**config.mk**
```make
export PLATFORM = sky130hd
export DESIGN_NAME = sq_doorbell_sched
export DESIGN_NICKNAME = d
export VERILOG_FILES = /design/src/rtl/sq_doorbell_sched.sv
export SDC_FILE = /design/constraint.sdc
export NUM_CORES = 1
export LEC_CHECK = 0
export BUFFER_PORTS_ARGS = -buffer_cell sky130_fd_sc_hd__buf_4
export CAP_MARGIN = 10
export CORE_ASPECT_RATIO = 0.7
export CORE_MARGIN = 2
export CORE_UTILIZATION = 56
export CTS_CLUSTER_SIZE = 20
export DETAILED_ROUTE_END_ITERATION = 12
export PLACE_DENSITY = 0.77
export SKIP_LAST_GASP = 1
export SYNTH_ARGS = -nofsm -noshare
export SYNTH_HDL_FRONTEND = slang
export SYNTH_SLANG_ARGS = --single-unit
```
**constraint.sdc**
```tcl
create_clock -name core_clk -period 8.9 [get_ports core_clk]
set_input_delay 0 -clock core_clk [delete_from_list [all_inputs] [get_ports core_clk]]
set_output_delay 0 -clock core_clk [all_outputs]
set_load 0.05 [all_outputs]
```
**src/rtl/sq_doorbell_sched.sv**
```systemverilog
// Round-robin scheduler sharing one ERNIC SQ producer-index doorbell among NUM_REQ WQE posters.
// Tracks per-QP producer index and outstanding WQEs, and holds back requests that would overflow an SQ.
module sq_doorbell_sched #(
    parameter int unsigned NUM_REQ   = 4,
    parameter int unsigned SQ_DEPTH  = 16,
    parameter int unsigned CNT_W     = $clog2(SQ_DEPTH) + 1,
    parameter logic [31:0] DB_BASE   = 32'h5004_0338,
    parameter logic [31:0] DB_STRIDE = 32'h0000_0100
) (
    input  logic                     core_clk,
    input  logic                     core_rst,
    input  logic                     conf_of_reg_done,
    input  logic [NUM_REQ-1:0]       req_valid,
    input  logic [NUM_REQ*CNT_W-1:0] req_cnt,
    output logic [NUM_REQ-1:0]       req_ready,
    input  logic                     cmpl_valid,
    input  logic [2:0]               cmpl_qp,
    input  logic [CNT_W-1:0]         cmpl_cnt,
    output logic [15:0]              o_qp_sq_pidb_hndshk,
    output logic [31:0]              o_qp_sq_pidb_wr_addr_hndshk,
    output logic                     o_qp_sq_pidb_wr_valid_hndshk,
    input  logic                     i_qp_sq_pidb_wr_rdy,
    output logic                     o_busy,
    output logic                     o_err_underflow
);
    localparam int unsigned PI_W  = $clog2(SQ_DEPTH);
    localparam int unsigned SUM_W = CNT_W + 1;
    localparam int unsigned PTR_W = (NUM_REQ > 1) ? $clog2(NUM_REQ) : 1;
    localparam logic [SUM_W-1:0] DEPTH_S = SUM_W'(SQ_DEPTH);

    typedef enum logic {S_IDLE, S_WAIT} state_e;

    state_e             state_q, state_d;
    logic [PI_W-1:0]    pi_q    [NUM_REQ];
    logic [PI_W-1:0]    pi_d    [NUM_REQ];
    logic [CNT_W-1:0]   outst_q [NUM_REQ];
    logic [CNT_W-1:0]   outst_d [NUM_REQ];
    logic [PTR_W-1:0]   rr_ptr_q, rr_ptr_d;
    logic [PTR_W-1:0]   gnt_q, gnt_d;
    logic [NUM_REQ-1:0] req_ready_q, req_ready_d;
    logic [15:0]        db_data_q, db_data_d;
    logic [31:0]        db_addr_q, db_addr_d;
    logic               db_valid_q, db_valid_d;
    logic               busy_q, busy_d;
    logic               err_q, err_d;

    logic [CNT_W-1:0]   cnt [NUM_REQ];
    logic [NUM_REQ-1:0] elig;
    logic               found;
    logic [PTR_W-1:0]   g_idx;
    logic               grant;
    logic [CNT_W-1:0]   grant_cnt;
    logic [SUM_W-1:0]   pi_sum;
    logic [PI_W-1:0]    pi_new;

    function automatic logic [PTR_W-1:0] ptr_inc(input logic [PTR_W-1:0] p);
        return (32'(p) == NUM_REQ - 1) ? '0 : p + PTR_W'(1);
    endfunction

    // A request acknowledged in the current cycle is still being held by its poster; skip it.
    always_comb begin
        for (int i = 0; i < NUM_REQ; i++) begin
            cnt[i]  = req_cnt[i*CNT_W +: CNT_W];
            elig[i] = req_valid[i] && !req_ready_q[i] &&
                      (({1'b0, outst_q[i]} + {1'b0, cnt[i]}) <= DEPTH_S);
        end
    end

    always_comb begin
        found = 1'b0;
        g_idx = '0;
        for (int unsigned k = 0; k < NUM_REQ; k++) begin
            logic [PTR_W-1:0] idx;
            idx = PTR_W'((32'(rr_ptr_q) + k) % NUM_REQ);
            if (!found && elig[idx]) begin
                found = 1'b1;
                g_idx = idx;
            end
        end
    end

    assign grant     = (state_q == S_IDLE) && conf_of_reg_done && found;
    assign grant_cnt = cnt[g_idx];
    assign pi_sum    = SUM_W'(pi_q[g_idx]) + SUM_W'(grant_cnt);
    assign pi_new    = (pi_sum >= DEPTH_S) ? PI_W'(pi_sum - DEPTH_S) : PI_W'(pi_sum);

    always_ff @(posedge core_clk) begin
        if (core_rst) state_q <= S_IDLE;
        else          state_q <= state_d;
    end

    always_comb begin
        state_d = state_q;
        case (state_q)
            S_IDLE:  if (grant && grant_cnt != '0) state_d = S_WAIT;
            S_WAIT:  if (i_qp_sq_pidb_wr_rdy)      state_d = S_IDLE;
            default: state_d = S_IDLE;
        endcase
    end

    // NOTE: every signal gets a default at the top so the combinational block never infers a latch.
    always_comb begin
        req_ready_d = '0;
        rr_ptr_d    = rr_ptr_q;
        gnt_d       = gnt_q;
        db_data_d   = db_data_q;
        db_addr_d   = db_addr_q;
        db_valid_d  = db_valid_q;
        busy_d      = busy_q;
        err_d       = err_q;
        pi_d        = pi_q;
        outst_d     = outst_q;

        if (grant) begin
            req_ready_d[g_idx] = 1'b1;
            gnt_d              = g_idx;
            if (grant_cnt == '0) begin
                rr_ptr_d = ptr_inc(g_idx);
            end else begin
                pi_d[g_idx] = pi_new;
                db_data_d   = 16'(pi_new);
                db_addr_d   = DB_BASE + 32'(g_idx) * DB_STRIDE;
                db_valid_d  = 1'b1;
                busy_d      = 1'b1;
            end
        end

        if (state_q == S_WAIT && i_qp_sq_pidb_wr_rdy) begin
            db_valid_d = 1'b0;
            busy_d     = 1'b0;
            rr_ptr_d   = ptr_inc(gnt_q);
        end

        // Credit add from a grant and credit return from a completion net out in one step.
        for (int i = 0; i < NUM_REQ; i++) begin
            logic [SUM_W-1:0] total;
            logic [SUM_W-1:0] sub;
            total = {1'b0, outst_q[i]} +
                    ((grant && g_idx == PTR_W'(i)) ? {1'b0, grant_cnt} : '0);
            sub   = (cmpl_valid && cmpl_qp == 3'(i)) ? {1'b0, cmpl_cnt} : '0;
            if (sub > total) begin
                outst_d[i] = '0;
                err_d      = 1'b1;
            end else begin
                outst_d[i] = CNT_W'(total - sub);
            end
        end
    end

    // NOTE: pi/outst are small flop arrays rather than RAM, so they clear with the rest of the state.
    always_ff @(posedge core_clk) begin
        if (core_rst) begin
            for (int i = 0; i < NUM_REQ; i++) begin
                pi_q[i]    <= '0;
                outst_q[i] <= '0;
            end
            rr_ptr_q    <= '0;
            gnt_q       <= '0;
            req_ready_q <= '0;
            db_data_q   <= '0;
            db_addr_q   <= '0;
            db_valid_q  <= 1'b0;
            busy_q      <= 1'b0;
            err_q       <= 1'b0;
        end else begin
            pi_q        <= pi_d;
            outst_q     <= outst_d;
            rr_ptr_q    <= rr_ptr_d;
            gnt_q       <= gnt_d;
            req_ready_q <= req_ready_d;
            db_data_q   <= db_data_d;
            db_addr_q   <= db_addr_d;
            db_valid_q  <= db_valid_d;
            busy_q      <= busy_d;
            err_q       <= err_d;
        end
    end

    assign req_ready                    = req_ready_q;
    assign o_qp_sq_pidb_hndshk          = db_data_q;
    assign o_qp_sq_pidb_wr_addr_hndshk  = db_addr_q;
    assign o_qp_sq_pidb_wr_valid_hndshk = db_valid_q;
    assign o_busy                       = busy_q;
    assign o_err_underflow              = err_q;

endmodule

```
==> impl_metrics.toml <==
[critical_path]
cp.arrival_ns = 6.98
r2r-start = "outst_q[5]$_SDFF_PP0_"
startpoint_type = "flop"
end_kind = "flop"
worstPathMaxFanout = 17
crit_path_start = "outst_q[5]$_SDFF_PP0_"
required_ns = 9.10
setup.worst_path.class = "reg2reg"

[global_route]
met1_usage = 0.380
grt_start_max_net_pins = 45
overflow = 0
grt_util_met2 = 0.401
top_usage_layer = "met2"
track_usage = 0.258
grt_pass1_vias = 4316
grt_antenna_before_repair = 0
gr-usage-met3 = 0.0461
grt_pass1_wl_mm = 21.4

[yosys]
synth_top_family_by_area = "adder cells"
yosys.area_share.adder = 0.241
synthXorXnorAreaFrac = 0.0513
syn_inst = 655
synthFlopType = "dfxtp_1"
synth_compound_area_frac = 0.156
synth_top_area_cell = "dfxtp_1"
synth_edf_count = 0
synthSimpleGateAreaFrac = 0.196
async_reset_ff_frac = 0
yosys.area.top_type_share = 0.202
ys_seq_area_frac = 0.202
ys_ff_latch = 55
yosysWarnings = 0
synth_area_leaders = "dfxtp_1 20%, ha_1 19%, nor2_1 6.8%, buf_4 5.7%, fa_1 4.8%"
synth_area_mm2 = 0.00544
muxShareOfSynthArea = 0.0524
yosys.cell_count.top_type = "nor2_1"
avgSynthCellArea_um2 = 8.31
netlist_top_cells_count = "98 x nor2_1, 84 x ha_1, 55 x dfxtp_1"
yosysUniqueCellTypes = 62

[finish]
n_fill_cell = 856
layout.nets = 836
drive_above_1_share = 0.127
area_delta_synth_final_pct = 9.38
diodes = 0
instances_no_fill = 831

[place]
gp_congestion = 0.956
dp_hpwl_mm = 10.8
portBuffers = 56
placed_cells_incl_taps = 823

[min_path]
worstHoldPathType = "in2reg"
min_from = "i_qp_sq_pidb_wr_rdy"

[die]
start_util = 0.568
ios = 92
fp.dieH_um = 86.5
core_mm2 = 0.00957
die_x_um = 122
die_area_mm2 = 0.0105
row_count = 30

[timing]
fmax_mhz = 147
period_needed_ns = 6.79
rsz0062_at_grt = "false"
skew_ns = 0.00579
drv_slew = 0
finalSetupViolCount = 0
fin_setup_tns_ns = 0
hold_viol_final = 0
timing.slew.headroom = 0.406
worst_pin_slew_ns = 0.887
fin_crit_sh = 0.763

[clocking]
cts_hold_buf = 0
post_cts_buffers = 0
path_clk_slew_ns = 0.07
h-tree-depth = 2
cts_root_buf = "clkbuf_16"
cts_num_sinks = 55
ctsResizeCount = 0
clock_latency_ns = 0.30
clockBufferDepth = 2
numCtsBuffers = 5
cts_tree = "yes"

[drt]
drc = 0
avgViaCountPerCell = 5.48
initialDrtViolationCount = 310
wl_per_cell_um = 15.8
dr_total_vias = 4554
drtAntennaViolNets = 0
wirelength_mm = 13.1
dr.pass1.iters = 5

[pwr]
p_leak_uw = 0.00303
power_density_mw_per_mm2 = 350
irDropWorstVdd_mv = 0.174

[run_status]
status = "complete, no violations"

[flow_run]
drv_cap = 0
[flip-flops by register name (all words and copies together), names as in the netlist]
signal                       count
outst_q                         20
pi_q                            16
o_qp_sq_pidb_hndshk              4
o_qp_sq_pidb_wr_addr_hndshk      4
req_ready                        4
gnt_q                            2
rr_ptr_q                         2
o_busy                           1
o_err_underflow                  1
state_q                          1
[stage by stage]
step                setup slack [ns]  total power [µW]  instance area (µm²)  hold WS, ns  utilization
global route                    1.55              2250                 5950       0.0636        0.622
floorplan                       3.62              1540                 5570        0.181            -
CTS                             2.19              2070                 5950       0.0468        0.622
detailed placement              2.26              1860                 5800        0.355        0.606
global placement                2.47              1810                 5800        0.309        0.606
finish                          2.11              2080                 5950       0.0613        0.622
[worst paths after layout]
| check | endpoint | slack [ns] | depth (start not counted) |
|---|---|---|---|
| max | outst_q[7]$_SDFF_PP0_ | 2.11 | 25 |
| min | rr_ptr_q[1]$_SDFFE_PP0P_ | 0.06 | 3 |
| max reg2reg | outst_q[7]$_SDFF_PP0_ | 2.11 | 25 |
| min reg2reg | pi_q[7]$_SDFFE_PP0P_ | 0.49 | 2 |
[where the power goes]
| part | internal [µW] | switching [µW] |
|---|---|---|
| sequential | 320 | 53.8 |
| combinational | 578 | 926 |
| clock | 106 | 97.2 |
[logic make-up after synthesis]
family / count (synthesis)
buf+inv: 103
compound gates: 122
flops: 55
fa+ha+maj: 97
xor+xnor: 31
other cells: 1
simple gates: 218
mux: 28
[worst max-delay path, stage by stage, from the launching register on]
cell and delay [ns]:
dfxtp_1 0.33, ha_1 0.21, fa_1 0.41, xor2_1 0.24
nor3_1 0.09, a31o_1 0.24, a22oi_1 0.57, o31ai_2 0.25
nand2_1 0.55, inv_1 0.39, nor2_1 0.18, nor2_1 0.05
o21ai_0 0.51, nor2_1 0.16, ha_1 0.25, fa_1 0.42
a21o_1 0.17, a21oi_1 0.16, xor2_1 0.20, ha_1 0.29
and3_1 0.18, a31oi_1 0.17, nand2_1 0.07, nor2_1 0.30
or2_2 0.23, nor2_1 0.07
[area by class of cell]
class / instances / area [µm²] / share of cell area
clock buffer: 5 / 125 / 0.0210
clock inverter: 3 / 23.8 / 0.00399
inverter: 53 / 199 / 0.0334
multi-input combinational: 531 / 3920 / 0.659
sequential: 55 / 1100 / 0.185
tap: 128 / 160 / 0.0269
timing repair buffer: 56 / 420 / 0.0706
[layer usage]
metal	wire length (µm)	up-vias
met4	74	0
met5	0	-
met2	5830	158
met3	1090	7
li1	-	2264
met1	6140	2125
[placed cells by master (no fill, tap or decap), types with 15 or more instances in the layout]
| cell | instances |
|---|---|
| nor2_1 | 98 |
| ha_1 | 84 |
| buf_4 | 56 |
| dfxtp_1 | 55 |
| inv_1 | 52 |
| nand2_1 | 43 |
| a21oi_1 | 36 |
| conb_1 | 35 |
| a21o_1 | 25 |
| mux2i_1 | 24 |
| xor2_1 | 20 |
| o21ai_0 | 16 |
| nand2b_1 | 15 |
Note: power is estimated with default switching activity, not from simulation.
